File: config.mk
export PLATFORM = sky130hd
export DESIGN_NAME = periph_channel
export DESIGN_NICKNAME = d
export VERILOG_FILES = /design/src/rtl/periph_channel.sv
export SDC_FILE = /design/constraint.sdc
export NUM_CORES = 1
export LEC_CHECK = 0
export CAP_MARGIN = 15
export CORE_ASPECT_RATIO = 0.5
export CORE_MARGIN = 2
export CORE_UTILIZATION = 55
export CTS_CLUSTER_SIZE = 10
export DETAILED_ROUTE_END_ITERATION = 6
export MAX_ROUTING_LAYER = met4
export PLACE_DENSITY_LB_ADDON = 0.15
export SYNTH_ARGS = -nofsm -noshare
export SYNTH_HDL_FRONTEND = slang
export SYNTH_SLANG_ARGS = --single-unit
File: constraint.sdc
create_clock -name clk -period 10.25 [get_ports clk]
set_input_delay 1.025 -clock clk [delete_from_list [all_inputs] [get_ports clk]]
set_output_delay 1.025 -clock clk [all_outputs]
set_load 0.02 [all_outputs]
File: src/rtl/periph_channel.sv
// periph_channel: host-side endpoint of one reconfigurable peripheral slot.
// Addressed packets from the router are stripped of their address and queued
// in a TX FIFO that the peripheral drains first-word-fall-through. Payloads
// written by the peripheral are queued in an RX FIFO, tagged with this slot's
// address and handed upstream through a single valid/ready output register.
// Optional build macro: PERIPH_CHANNEL_STATS_EN enables the saturating
// drop_count statistics counter; without it drop_count is tied to zero.

module periph_channel #(
   parameter int                PACKET_W    = 32,
   parameter int                ADDR_W      = 3,
   parameter logic [ADDR_W-1:0] PERIPH_ADDR = '0,
   parameter int                DEPTH       = 16
) (
   input  logic                         clk,
   input  logic                         rst,
   input  logic                         flush,
   input  logic [PACKET_W-1:0]          host_tx_data,
   input  logic                         host_tx_valid,
   output logic                         host_tx_ready,
   output logic [PACKET_W-ADDR_W-1:0]   periph_tx_data,
   output logic                         periph_tx_empty,
   input  logic                         periph_tx_read,
   input  logic [PACKET_W-ADDR_W-1:0]   periph_rx_data,
   input  logic                         periph_rx_valid,
   output logic                         periph_rx_full,
   output logic [PACKET_W-1:0]          host_rx_data,
   output logic                         host_rx_valid,
   input  logic                         host_rx_ready,
   input  logic                         periph_idle,
   output logic                         channel_idle,
   output logic                         rx_overflow,
   output logic [7:0]                   drop_count
);

   localparam int PAYLOAD_W = PACKET_W - ADDR_W;
   localparam int AW        = $clog2(DEPTH);
   localparam int PW        = AW + 1;

   // ---------------------------------------------------------------
   // TX path: router -> FIFO -> peripheral
   // ---------------------------------------------------------------
   logic [PAYLOAD_W-1:0] txMem_q [DEPTH];
   logic [PW-1:0]        txWrPtr_q, txWrPtr_d;
   logic [PW-1:0]        txRdPtr_q, txRdPtr_d;
   logic                 txEmpty;
   logic                 txFull;
   logic                 addrMatch;
   logic                 txAccept;
   logic                 txWrite;
   logic                 txRead;

   // The extra pointer MSB distinguishes a full FIFO from an empty one
   // when the index bits coincide.
   assign txEmpty   = (txWrPtr_q == txRdPtr_q);
   assign txFull    = (txWrPtr_q[AW] != txRdPtr_q[AW]) &&
                      (txWrPtr_q[AW-1:0] == txRdPtr_q[AW-1:0]);
   assign addrMatch = (host_tx_data[PACKET_W-1 -: ADDR_W] == PERIPH_ADDR);

   // A handshake completes for every packet while not full; only packets
   // addressed to this slot are stored, the rest are silently dropped.
   assign txAccept  = host_tx_valid & ~txFull & ~flush;
   assign txWrite   = txAccept & addrMatch;
   assign txRead    = periph_tx_read & ~txEmpty & ~flush;

   assign host_tx_ready   = ~txFull;
   assign periph_tx_empty = txEmpty;
   assign periph_tx_data  = txEmpty ? '0 : txMem_q[txRdPtr_q[AW-1:0]];

   // Next-state for the TX pointers; flush wins over any same-cycle traffic.
   always_comb begin
      txWrPtr_d = txWrPtr_q;
      txRdPtr_d = txRdPtr_q;
      if (flush) begin
         txWrPtr_d = '0;
         txRdPtr_d = '0;
      end else begin
         if (txWrite) txWrPtr_d = txWrPtr_q + PW'(1);
         if (txRead)  txRdPtr_d = txRdPtr_q + PW'(1);
      end
   end

   // TX storage holds no reset; validity is tracked by the pointers alone.
   always_ff @(posedge clk) begin
      if (txWrite) txMem_q[txWrPtr_q[AW-1:0]] <= host_tx_data[PAYLOAD_W-1:0];
   end

   // ---------------------------------------------------------------
   // RX path: peripheral -> FIFO -> output register -> arbiter
   // ---------------------------------------------------------------
   logic [PAYLOAD_W-1:0] rxMem_q [DEPTH];
   logic [PW-1:0]        rxWrPtr_q, rxWrPtr_d;
   logic [PW-1:0]        rxRdPtr_q, rxRdPtr_d;
   logic                 rxEmpty;
   logic                 rxFull;
   logic                 rxWrite;
   logic                 rxOverflowEvent;
   logic                 outLoad;
   logic                 outValid_q, outValid_d;
   logic [PACKET_W-1:0]  outData_q, outData_d;
   logic                 rxOverflow_q, rxOverflow_d;

   assign rxEmpty = (rxWrPtr_q == rxRdPtr_q);
   assign rxFull  = (rxWrPtr_q[AW] != rxRdPtr_q[AW]) &&
                    (rxWrPtr_q[AW-1:0] == rxRdPtr_q[AW-1:0]);

   // Full is judged on registered state only, so a write that arrives while
   // full is refused even if the output stage drains an entry that cycle.
   assign rxWrite         = periph_rx_valid & ~rxFull & ~flush;
   assign rxOverflowEvent = periph_rx_valid &  rxFull & ~flush;

   // The output register refills whenever it is empty or being accepted,
   // which sustains one packet per cycle while the arbiter keeps ready high.
   assign outLoad = ~rxEmpty & (~outValid_q | host_rx_ready) & ~flush;

   assign periph_rx_full = rxFull;
   assign host_rx_valid  = outValid_q;
   assign host_rx_data   = outData_q;
   assign rx_overflow    = rxOverflow_q;

   // Next-state for the RX pointers, the output register and the sticky
   // overflow flag; flush clears everything except the overflow flag.
   always_comb begin
      rxWrPtr_d    = rxWrPtr_q;
      rxRdPtr_d    = rxRdPtr_q;
      outValid_d   = outValid_q;
      outData_d    = outData_q;
      rxOverflow_d = rxOverflow_q | rxOverflowEvent;
      if (flush) begin
         rxWrPtr_d  = '0;
         rxRdPtr_d  = '0;
         outValid_d = 1'b0;
      end else begin
         if (rxWrite) rxWrPtr_d = rxWrPtr_q + PW'(1);
         if (outLoad) begin
            rxRdPtr_d  = rxRdPtr_q + PW'(1);
            outValid_d = 1'b1;
            outData_d  = {PERIPH_ADDR, rxMem_q[rxRdPtr_q[AW-1:0]]};
         end else if (host_rx_ready) begin
            outValid_d = 1'b0;
         end
      end
   end

   // RX storage holds no reset; validity is tracked by the pointers alone.
   always_ff @(posedge clk) begin
      if (rxWrite) rxMem_q[rxWrPtr_q[AW-1:0]] <= periph_rx_data;
   end

   // Channel state registers with synchronous reset.
   always_ff @(posedge clk) begin
      if (rst) begin
         txWrPtr_q    <= '0;
         txRdPtr_q    <= '0;
         rxWrPtr_q    <= '0;
         rxRdPtr_q    <= '0;
         outValid_q   <= 1'b0;
         outData_q    <= '0;
         rxOverflow_q <= 1'b0;
      end else begin
         txWrPtr_q    <= txWrPtr_d;
         txRdPtr_q    <= txRdPtr_d;
         rxWrPtr_q    <= rxWrPtr_d;
         rxRdPtr_q    <= rxRdPtr_d;
         outValid_q   <= outValid_d;
         outData_q    <= outData_d;
         rxOverflow_q <= rxOverflow_d;
      end
   end

   // Idle only when nothing is buffered anywhere and the peripheral agrees.
   assign channel_idle = txEmpty & rxEmpty & ~outValid_q & periph_idle;

   // ---------------------------------------------------------------
   // Drop statistics
   // ---------------------------------------------------------------
`ifdef PERIPH_CHANNEL_STATS_EN
   logic       txDrop;
   logic [7:0] dropCount_q, dropCount_d;
   logic [8:0] dropSum;

   assign txDrop = txAccept & ~addrMatch;

   // Address drops and RX overflows can coincide, so up to two events are
   // added per cycle before saturating at the counter maximum.
   always_comb begin
      dropSum     = {1'b0, dropCount_q} + {8'd0, txDrop} + {8'd0, rxOverflowEvent};
      dropCount_d = dropSum[8] ? 8'hFF : dropSum[7:0];
   end

   // Statistics survive flush and are cleared only by reset.
   always_ff @(posedge clk) begin
      if (rst) dropCount_q <= '0;
      else     dropCount_q <= dropCount_d;
   end

   assign drop_count = dropCount_q;
`else
   assign drop_count = 8'd0;
`endif

endmodule
* After elaboration in Yosys (flattened, before gate mapping)
Memory sizes are Yosys's and may differ from the RTL's. A register that Yosys moved wholly into a read port is not among the register bits.
Index checks and enable logic that the tools add are counted.
** Cells by class
- Add/subtract/negate cells :: 4
- Eq/ne operators :: 6
- Muxes and demuxes :: 9
- Bitwise operators :: 22
- Reductions and logical operators :: 6
** Operators with widths (count)
- $mux W29 :: 1
- $add A5 B1 Y5 const B :: 4
- $and A1 B1 Y1 :: 14
- $eq A5 B5 Y1 :: 2
- $eq A4 B4 Y1 :: 2
- $mux W4 :: 2
- $mux W1 :: 6
- $not A1 Y1 :: 6
- $logic_not A3 Y1 :: 1
- $logic_and A1 B1 Y1 :: 2
- $ne A1 B1 Y1 :: 2
- $or A1 B1 Y1 :: 2
- $reduce_and A2 Y1 :: 1
- $reduce_bool A2 Y1 :: 1
- $reduce_or A2 Y1 :: 1
** Storage, ports and cells
- Register bits :: 22
- Bits in writable memories :: 928
- Output and inout port bits :: 75
- Memories kept :: 2
** Memory list
- rxMem_q :: depth 16, width 29, rd ports 1, clocked after Yosys merged registers in 1, wr ports 1, line 91 : logic [PAYLOAD_W-1:0] rxMem_q [DEPTH];
- txMem_q :: depth 16, width 29, rd ports 1, clocked after Yosys merged registers in 1, wr ports 1, line 43 : logic [PAYLOAD_W-1:0] txMem_q [DEPTH];

* Logic depth before layout (Yosys ltp)
Gate-level depths: netlist of run 1.
- Depth in word-level cells :: 8
- Gate-level depth with buffers :: 8

* Worst setup path after synthesis of run 1
No wires, ideal clock.
- Path type :: input port to flip-flop
- Start :: input host_tx_data[30]
- End :: memory txMem_q[3][0] (netlist bit), enable pin
- Library setup time :: 0.452 ns
- Arrival time :: 3.688 ns
- Data required time :: 9.798 ns
- Setup slack :: 6.111 ns
- Stages :: 4
- Path buffers :: 0
- Cells stage by stage :: nand2b_1 nor4_1 o211ai_1 nor3_1
** Between the ends
- Cells in the longest elaborated chain, start to end :: 4
** Ends and longest elaborated chain
- start: declaration :: line 18 : input logic [PACKET_W-1:0] host_tx_data,
- $logic_not A3 Y1 :: line 58 : assign addrMatch = (host_tx_data[PACKET_W-1 -: ADDR_W] == PERIPH_ADDR);
- $and A1 B1 Y1 :: line 63 : assign txWrite = txAccept & addrMatch;
- $mux W1 :: line 85 : if (txWrite) txMem_q[txWrPtr_q[AW-1:0]] <= host_tx_data[PAYLOAD_W-1:0];
- $mux W1 (implied by the code) :: line 85
- end: declaration :: line 43
Every way passes these cells.

==> results.toml, run 1 <==
[routing]
drt.antenna.violating_nets = 0
via_per_inst = 6.12
drt_wl_total_um = 78900
drcViolationCount = 0
vias = 18000
drtIter0Drc = 1454
drtPass1Iterations = 5
wl_per_cell_um = 26.8

[floorplanning]
die_area_sq_um = 71600
fp.dieW_um = 377
core_sq_um = 68800
row_count = 68
die_h_um = 190
io_pins = 144
start_util_pct = 55.4

[worst_setup_path]
path_max_fanout = 52
critPathCaptureType = "primary output"
slowest_delay_ns = 0.88
crit_chain = "buf_4 -> mux4_2 -> nor2b_1 -> a211oi_1 -> a211oi_1 -> clkdlybuf4s50_1"
critPathRequiredTime_ns = 9.23
worst-path-stages = 6
crit_family = "buffers and inverters"
crit_buf_inv = 2
start_kind = "flip-flop"
path_class = "reg -> out"
r2r_start = "rxRdPtr_q[2]"
cp_slowest_cell = "buf_4"
cp_common_cell = "a211oi_1"
r2r_cells = 5
crit_arrival_ns = 3.99

[clock_network]
htreeDepth = 3
cts_tree = "built"
postCtsSetupBuffers = 0
clk_pin_slew_worst_paths_ns = 0.06
clk_latency_ns = 0.68
clock_path_buffers = 3
cts_sinks = 983
cts_root_buf = "clkbuf_16"
hold_buffers = 0
cts_buffers = 108
ctsResizeCount = 0

[timing]
slew-limit-headroom_pct = 23.4
whs_ns = 0.465
rsz0062_at_grt = "no"
skew_ns = 0.0181
final_period_minus_worst_setup_slack_ns = 5.02
tightest_slew_ns = 1.15
hold_viol_final = 0
setup_viol = 0
fin_setup_tns_ns = 0
max_freq_mhz = 199
finalCritPeriodShare_pct = 48.9
finalWorstSetupSlack_ns = 5.23
slew_viol_final = 0

[flow_run]
max-cap-violations = 0

[synthesis]
synth_flop_cell = "edfxtp_1"
synth_adder_area_share_pct = 0.328
synth_top_area_share_pct = 73.0
synth_edf_count = 928
ys_top_cells_by_area = "edfxtp_1, mux4_2, mux4_1"
synth_xor_area_share_pct = 0.570
synth-compound-area-share_pct = 3.18
synth_cells = 1814
synth_area_leader_cell = "edfxtp_1"
synth_most_common_cell = "edfxtp_1"
ys_types = 43
yosys_warnings = 0
synth_common_cells = "edfxtp_1, mux4_2, a211oi_1, mux2i_1, mux2_2"
ys_ff_latch = 983
synth_top_family_by_area = "multiplexers"
synthSimpleGateAreaFrac_pct = 2.44
synth_mux_area_share_pct = 15.8
netlist_area_sq_um = 38200
avgSynthCellArea_sq_um = 21.0
synthArstFlopShare_pct = 0
yosysSeqAreaShare_pct = 75.9

[final_layout]
area_growth_pct = 13.6
multi_input_area_sq_um = 8640
drive_gt1_share_pct = 19.8
nets = 2048
nFillCells = 4721
seqCellArea_sq_um = 29000
fin_util_pct = 63.0

[global_route]
antenna_found_initial = 2
grt_pass1_wl_um = 117000
grt_overflow_total = 0
grt_pass1_vias = 18400
grt_max_degree = 152
grt.total_usage_pct = 23.2

[placement]
dp_hpwl_um = 37200
portBuffers = 132
gp_congestion = 0.713
dp_slack_ns = 5.86

[worst_hold_path]
min_path_cells = 2
holdCritPathClass = "reg -> reg"
hp-start = "rx_overflow"

[power]
power.leakage_nw = 13.1
power_density_nw_per_um2 = 184
ir_drop_mv = 0.150

[outcome]
status = "finished clean"
## registers in the layout, indices dropped and copies added (netlist names), named ones only
register,cells
rxMem_q,464
txMem_q,464
host_rx_data,29
rxRdPtr_q,5
rxWrPtr_q,5
txRdPtr_q,5
txWrPtr_q,5
host_rx_valid,1
rx_overflow,1
## cell usage in the layout (no fill, tap or decap), types with 7 or more instances in the layout
master / Yosys / routed
a211oi_1: 117 / 117
and3_2: 0 / 26
buf_4: 25 / 23
clkbuf_1: 50 / 57
clkbuf_16: 0 / 111
clkdlybuf4s50_1: 0 / 131
conb_1: 1 / 11
dfxtp_1: 55 / 47
edfxtp_1: 928 / 928
ha_1: 10 / 10
inv_1: 7 / 7
mux2_2: 58 / 58
mux2i_1: 61 / 61
mux4_1: 48 / 48
mux4_2: 155 / 155
nor2_1: 56 / 55
nor2b_1: 38 / 35
nor3_1: 31 / 29
o22ai_1: 29 / 29
xnor2_1: 14 / 14
xor2_1: 9 / 9
## cells by family (layout without fill, tap and decap cells)
group / count (synthesis) / after routing
multiplexers: 322 / 322
buffers and inverters: 128 / 336
flip-flops: 983 / 983
AO/OA/AOI/OAI: 168 / 168
AND/OR/NAND/NOR: 178 / 178
other: 1 / 13
adder cells (fa/ha/maj): 10 / 10
XOR/XNOR: 24 / 24
## power by group
group          switching, W  internal (W)  leakage (nW)
Combinational     0.0000951     0.0000539          2.88
Clock               0.00146       0.00198          1.46
Sequential       0.00000558       0.00440          8.80
Total               0.00156       0.00644          13.1
## stage by stage
step | power [W] | cells | instance area, sq um
3_3_place_gp | 0.00464 | 2769 | 40300
5_1_grt | 0.00823 | 2944 | 43400
3_5_place_dp | 0.00464 | 2769 | 40300
2_1_floorplan | 0.00455 | 1824 | 38200
6_report | 0.00799 | 2944 | 43400
4_1_cts | 0.00805 | 2942 | 43400
## routing by layer
| metal | global-route usage, % | routed length [um] |
|---|---|---|
| met1 | 32.0 | 34700 |
| met2 | 36.3 | 38700 |
| met3 | 3.55 | 3770 |
| met4 | 6.94 | 1660 |
| met5 | - | 0 |
## final cells by class
class,instances,share of cell area [%]
inverter,7,0.0606
tap,910,2.63
antenna,2,0.0115
multi-input combinational,713,19.9
clock inverter,5,0.136
clock buffer,168,6.90
timing repair buffer,156,3.48
sequential,983,66.9
## final timing paths
| check | end | slack, ns |
|---|---|---|
| max reg2reg | rxMem_q[8][17] | 6.81 |
| max | periph_tx_data[13] | 5.23 |
| min | rx_overflow | 0.46 |
| min reg2reg | rx_overflow | 0.46 |
## worst reg2reg max path: cells and delay by family (launching register included)
kind	cells	cell delay, ns
buf+inv	1	0.64
xor+xnor	1	0.25
simple gates	2	1.35
compound gates	1	0.45
flops	1	0.35
Power figures use the tool's default switching activity.
==> inputs of run 2 (changes only) <==
clock period = 4.4 ns   (was 10.25 ns; I/O delays follow)
==> run 2 against run 1 <==
Via count is essentially flat; hold slack lost 0.13 ns; sequential power grew 130%; critical endpoint is now periph_tx_data[21]; largest power group unchanged; highest routed layer unchanged.
==> results.toml, run 2 (same netlist as run 1, synthesis figures left out) <==
[timing]
tightest_slew_ns = 1.05
skew_ns = 0.0155
setup_viol = 0
hold_viol_final = 0
finalCritPeriodShare_pct = 89.9
final_period_minus_worst_setup_slack_ns = 3.96
fin_setup_tns_ns = 0
slew_viol_final = 0
slew-limit-headroom_pct = 29.8
max_freq_mhz = 253
rsz0062_at_grt = "no"

[global_route]
grt_pass1_vias = 18700
grt_overflow_total = 0
grt_max_degree = 105
grt_pass1_wl_um = 118000
antenna_found_initial = 3
grt.total_usage_pct = 23.2

[placement]
dp.cells = 2791
portBuffers = 132
dp_hpwl_um = 42400
gp_congestion = 0.756

[clock_network]
cts_sinks = 983
clock_path_buffers = 3
ctsResizeCount = 0
hold_buffers = 0
htreeDepth = 3
postCtsSetupBuffers = 0
cts_root_buf = "clkbuf_16"
cts_tree = "built"
cts_buffers = 108
clk_latency_ns = 0.66
clk_pin_slew_worst_paths_ns = 0.06

[routing]
drtIter0Drc = 1593
drt.antenna.violating_nets = 0
vias = 18000
wl_per_cell_um = 26.6
drtPass1Iterations = 5
drcViolationCount = 0
via_per_inst = 6.05
drt_wl_total_um = 79000

[final_layout]
final_common_cell = "edfxtp_1"
stdcell_count = 2975
seqCellArea_sq_um = 29000
nets = 2070
layout_common_cells = "edfxtp_1, mux4_2, clkdlybuf4s50_1, a211oi_1, clkbuf_16"
area_growth_pct = 14.3
drive_gt1_share_pct = 20.6
multi_input_area_sq_um = 8640
nFillCells = 4624

[power]
power_density_nw_per_um2 = 429
ir_drop_mv = 0.321
power.leakage_nw = 13.3

[worst_setup_path]
path_class = "reg -> out"
critPathCaptureType = "primary output"
start_kind = "flip-flop"
critPathRequiredTime_ns = 3.96
crit_arrival_ns = 3.52
path_max_fanout = 23

[floorplanning]
start_util_pct = 55.4
row_count = 68
die_area_sq_um = 71600
io_pins = 144
die_h_um = 190
fp.dieW_um = 377
core_sq_um = 68800

[worst_hold_path]
holdCritPathClass = "in -> reg"

[flow_run]
max-cap-violations = 0

[outcome]
status = "finished clean"
==> run 2: metal layers <==
metal | share of wire [%] | track usage (%) | vias up
met4 | 1.7 | 6.00 | 0
met5 | 0 | - | -
met2 | 49 | 35.7 | 511
li1 | - | - | 7924
met3 | 5.5 | 3.91 | 101
met1 | 44 | 32.9 | 9466
==> run 2: final cells by class <==
cell class / count / area share, %
well taps: 910 / 2.61
inverters: 7 / 0.0602
clock inverters: 4 / 0.123
flip-flops and latches: 983 / 66.5
repair buffers: 178 / 3.92
multi-input cells: 713 / 19.8
clock buffers: 177 / 6.99
diodes: 3 / 0.0172
==> run 2: final timing paths <==
check                        to  slack (ns)          from  cells after the start
max          periph_tx_data[21]        0.44  txWrPtr_q[2]                      6
min                 rx_overflow        0.34           rst                      2
max reg2reg      rxMem_q[8][17]        1.26  rxRdPtr_q[2]                      5
min reg2reg         rx_overflow        0.46   rx_overflow                      2
==> run 2: per-stage QoR <==
step | hold slack (ns) | util [%] | cell area [sq um] | setup WS, ns | power (W)
2_1_floorplan | 0.485 | - | 38200 | 0.846 | 0.0106
3_3_place_gp | 0.452 | 58.9 | 40500 | 1.07 | 0.0108
3_5_place_dp | 0.461 | 58.9 | 40500 | 1.03 | 0.0108
4_1_cts | 0.346 | 63.4 | 43600 | 0.367 | 0.0188
5_1_grt | 0.358 | 63.4 | 43600 | 0.204 | 0.0192
6_report | 0.338 | 63.4 | 43600 | 0.445 | 0.0187
==> run 2: critical path, cell delays in order (launching register included) <==
cell and delay, ns:
dfxtp_1 0.49, xnor2_1 0.16, nand4_1 0.36, nor2_4 0.89
buf_4 0.31, a211oi_1 0.06, clkdlybuf4s50_1 0.56
==> run 2: power breakdown <==
part | total, W | internal (W) | switching [W]
clock network | 0.00808 | 0.00467 | 0.00340
logic | 0.000360 | 0.000126 | 0.000233
registers | 0.0103 | 0.0103 | 0.0000115
total | 0.0187 | 0.0151 | 0.00365
==> inputs of run 3 (changes only) <==
RECOVER_POWER = 25   (was default)
==> run 3 against run 2 <==
Utilization unchanged; non-clock buffer count unchanged; die area unchanged; largest cell class unchanged; sequential power about the same; power about the same; clock skew about the same; sequential cell count unchanged.
==> results.toml, run 3 (same netlist as run 1, synthesis figures left out) <==
[global_route]
grt_overflow_total = 0
antenna_found_initial = 4
grt_pass1_vias = 18700
grt_pass1_wl_um = 118000
grt_max_degree = 105
grt.total_usage_pct = 23.2

[floorplanning]
start_util_pct = 55.4
fp.dieW_um = 377
row_count = 68
core_sq_um = 68800
io_pins = 144
die_area_sq_um = 71600
die_h_um = 190

[timing]
slew_viol_final = 0
hold_viol_final = 0
whs_ns = 0.335
rsz0062_at_grt = "no"
final_period_minus_worst_setup_slack_ns = 3.96
tightest_slew_ns = 1.05
setup_viol = 0
slew-limit-headroom_pct = 29.7
fin_setup_tns_ns = 0
max_freq_mhz = 253
skew_ns = 0.0155
finalCritPeriodShare_pct = 90.0

[final_layout]
stdcell_count = 2975
nFillCells = 4624
final_common_cell = "edfxtp_1"
drive_gt1_share_pct = 20.6
layout_common_cells = "edfxtp_1, mux4_2, a211oi_1, clkbuf_16, clkdlybuf4s50_1"
area_growth_pct = 14.3
fin_util_pct = 63.4
nets = 2070

[routing]
drt.antenna.violating_nets = 0
drtPass1Iterations = 5
drcViolationCount = 0
drt_wl_total_um = 79000
via_per_inst = 6.06
wl_per_cell_um = 26.6
drtIter0Drc = 1643
vias = 18000

[placement]
portBuffers = 132
dp_hpwl_um = 42400
dp.cells = 2791
gp_congestion = 0.756

[outcome]
status = "finished clean"

[clock_network]
cts_root_buf = "clkbuf_16"
clk_pin_slew_worst_paths_ns = 0.06
postCtsSetupBuffers = 0
cts_sinks = 983
clk_latency_ns = 0.66
hold_buffers = 0
htreeDepth = 3
ctsResizeCount = 0
clock_path_buffers = 3
cts_tree = "built"
cts_buffers = 108

[power]
power_frac_seq_pct = 54.9
p_sw_w = 0.00364
power_density_nw_per_um2 = 429
ir_drop_mv = 0.321
p_clk_share_pct = 43.2
total_power_w = 0.0187
power.internal_w = 0.0151
p_sw_share_pct = 19.5
power.leakage_nw = 13.3
combPwrFrac_pct = 1.9

[worst_hold_path]
holdCritPathClass = "in -> reg"

[worst_setup_path]
cp_slowest_cell = "dfxtp_4"
rr_endpoint = "rxMem_q[8][17]"
crit_chain = "buf_4 -> mux4_2 -> mux2i_1 -> a211oi_1 -> clkdlybuf4s50_1"
path_max_fanout = 71
worst-path-stages = 5
slowest_delay_ns = 1.01
r2r_start = "rxRdPtr_q[2]"
critPathCapture = "periph_tx_data[6]"
path_class = "reg -> out"
r2r_slack_ns = 1.27
crit_buf_inv = 2
crit_arrival_ns = 3.52
r2r_cells = 5
critPathCaptureType = "primary output"
start_kind = "flip-flop"
critPathRequiredTime_ns = 3.96
crit_family = "buffers and inverters"

[flow_run]
max-cap-violations = 0
## run 3: cell types whose count changed in the layout (fill, tap and decap cells not counted), sizes merged
cell / delta
clkdlybuf4s50: -32
dlygate4sd3: +32
## run 3: power groups by stage
stage                     Sequential, W  Clock [W]  Combinational, W
after global routing             0.0103    0.00859          0.000387
after CTS                        0.0103    0.00821          0.000364
final                            0.0103    0.00807          0.000354
after detailed placement         0.0105          0          0.000363
after global placement           0.0105          0          0.000354
after floorplan                  0.0105          0          0.000115
## run 3: worst min-delay path by stage
stage	startpoint	to	slack [ns]	cells past startpoint
2_1_floorplan	txWrPtr_q[4]	txWrPtr_q[4]	0.49	2
3_3_place_gp	rx_overflow	rx_overflow	0.45	2
3_5_place_dp	rx_overflow	rx_overflow	0.46	2
4_1_cts	rst	rx_overflow	0.35	2
5_1_grt	rst	rx_overflow	0.36	2
6_report	rst	rx_overflow	0.33	2
## run 3: per-layer routing
layer  up-vias  part of all wire, %  routed length (um)  GRT usage, %
met3       102                  5.2                4110          3.91
li1       7923                    -                   -             -
met2       511                   48               38200          35.7
met5         -                    0                   0             -
met1      9506                   45               35200          32.9
met4         0                  1.8                1410          6.00
## run 3: layout make-up
cell class | instances | area (sq um) | share of cell area (%)
inverters | 7 | 26.3 | 0.0602
multi-input cells | 713 | 8640 | 19.8
clock inverters | 4 | 53.8 | 0.123
clock buffers | 177 | 3050 | 6.99
diodes | 3 | 7.51 | 0.0172
well taps | 910 | 1140 | 2.61
flip-flops and latches | 983 | 29000 | 66.5
repair buffers | 178 | 1710 | 3.92
## run 3: metrics by stage
step           cell area (sq um)  setup slack (ns)
6_report                   43600             0.440
5_1_grt                    43600             0.204
4_1_cts                    43600             0.367
2_1_floorplan              38200             0.846
3_3_place_gp               40500              1.07
3_5_place_dp               40500              1.03
## run 3: worst reg2reg max path, cell delays in order, from the launching register on
cell	delay, ns
dfxtp_4	0.80
xnor2_1	0.20
and4_4	0.27
a21oi_2	0.43
and3_2	0.68
buf_4	0.41
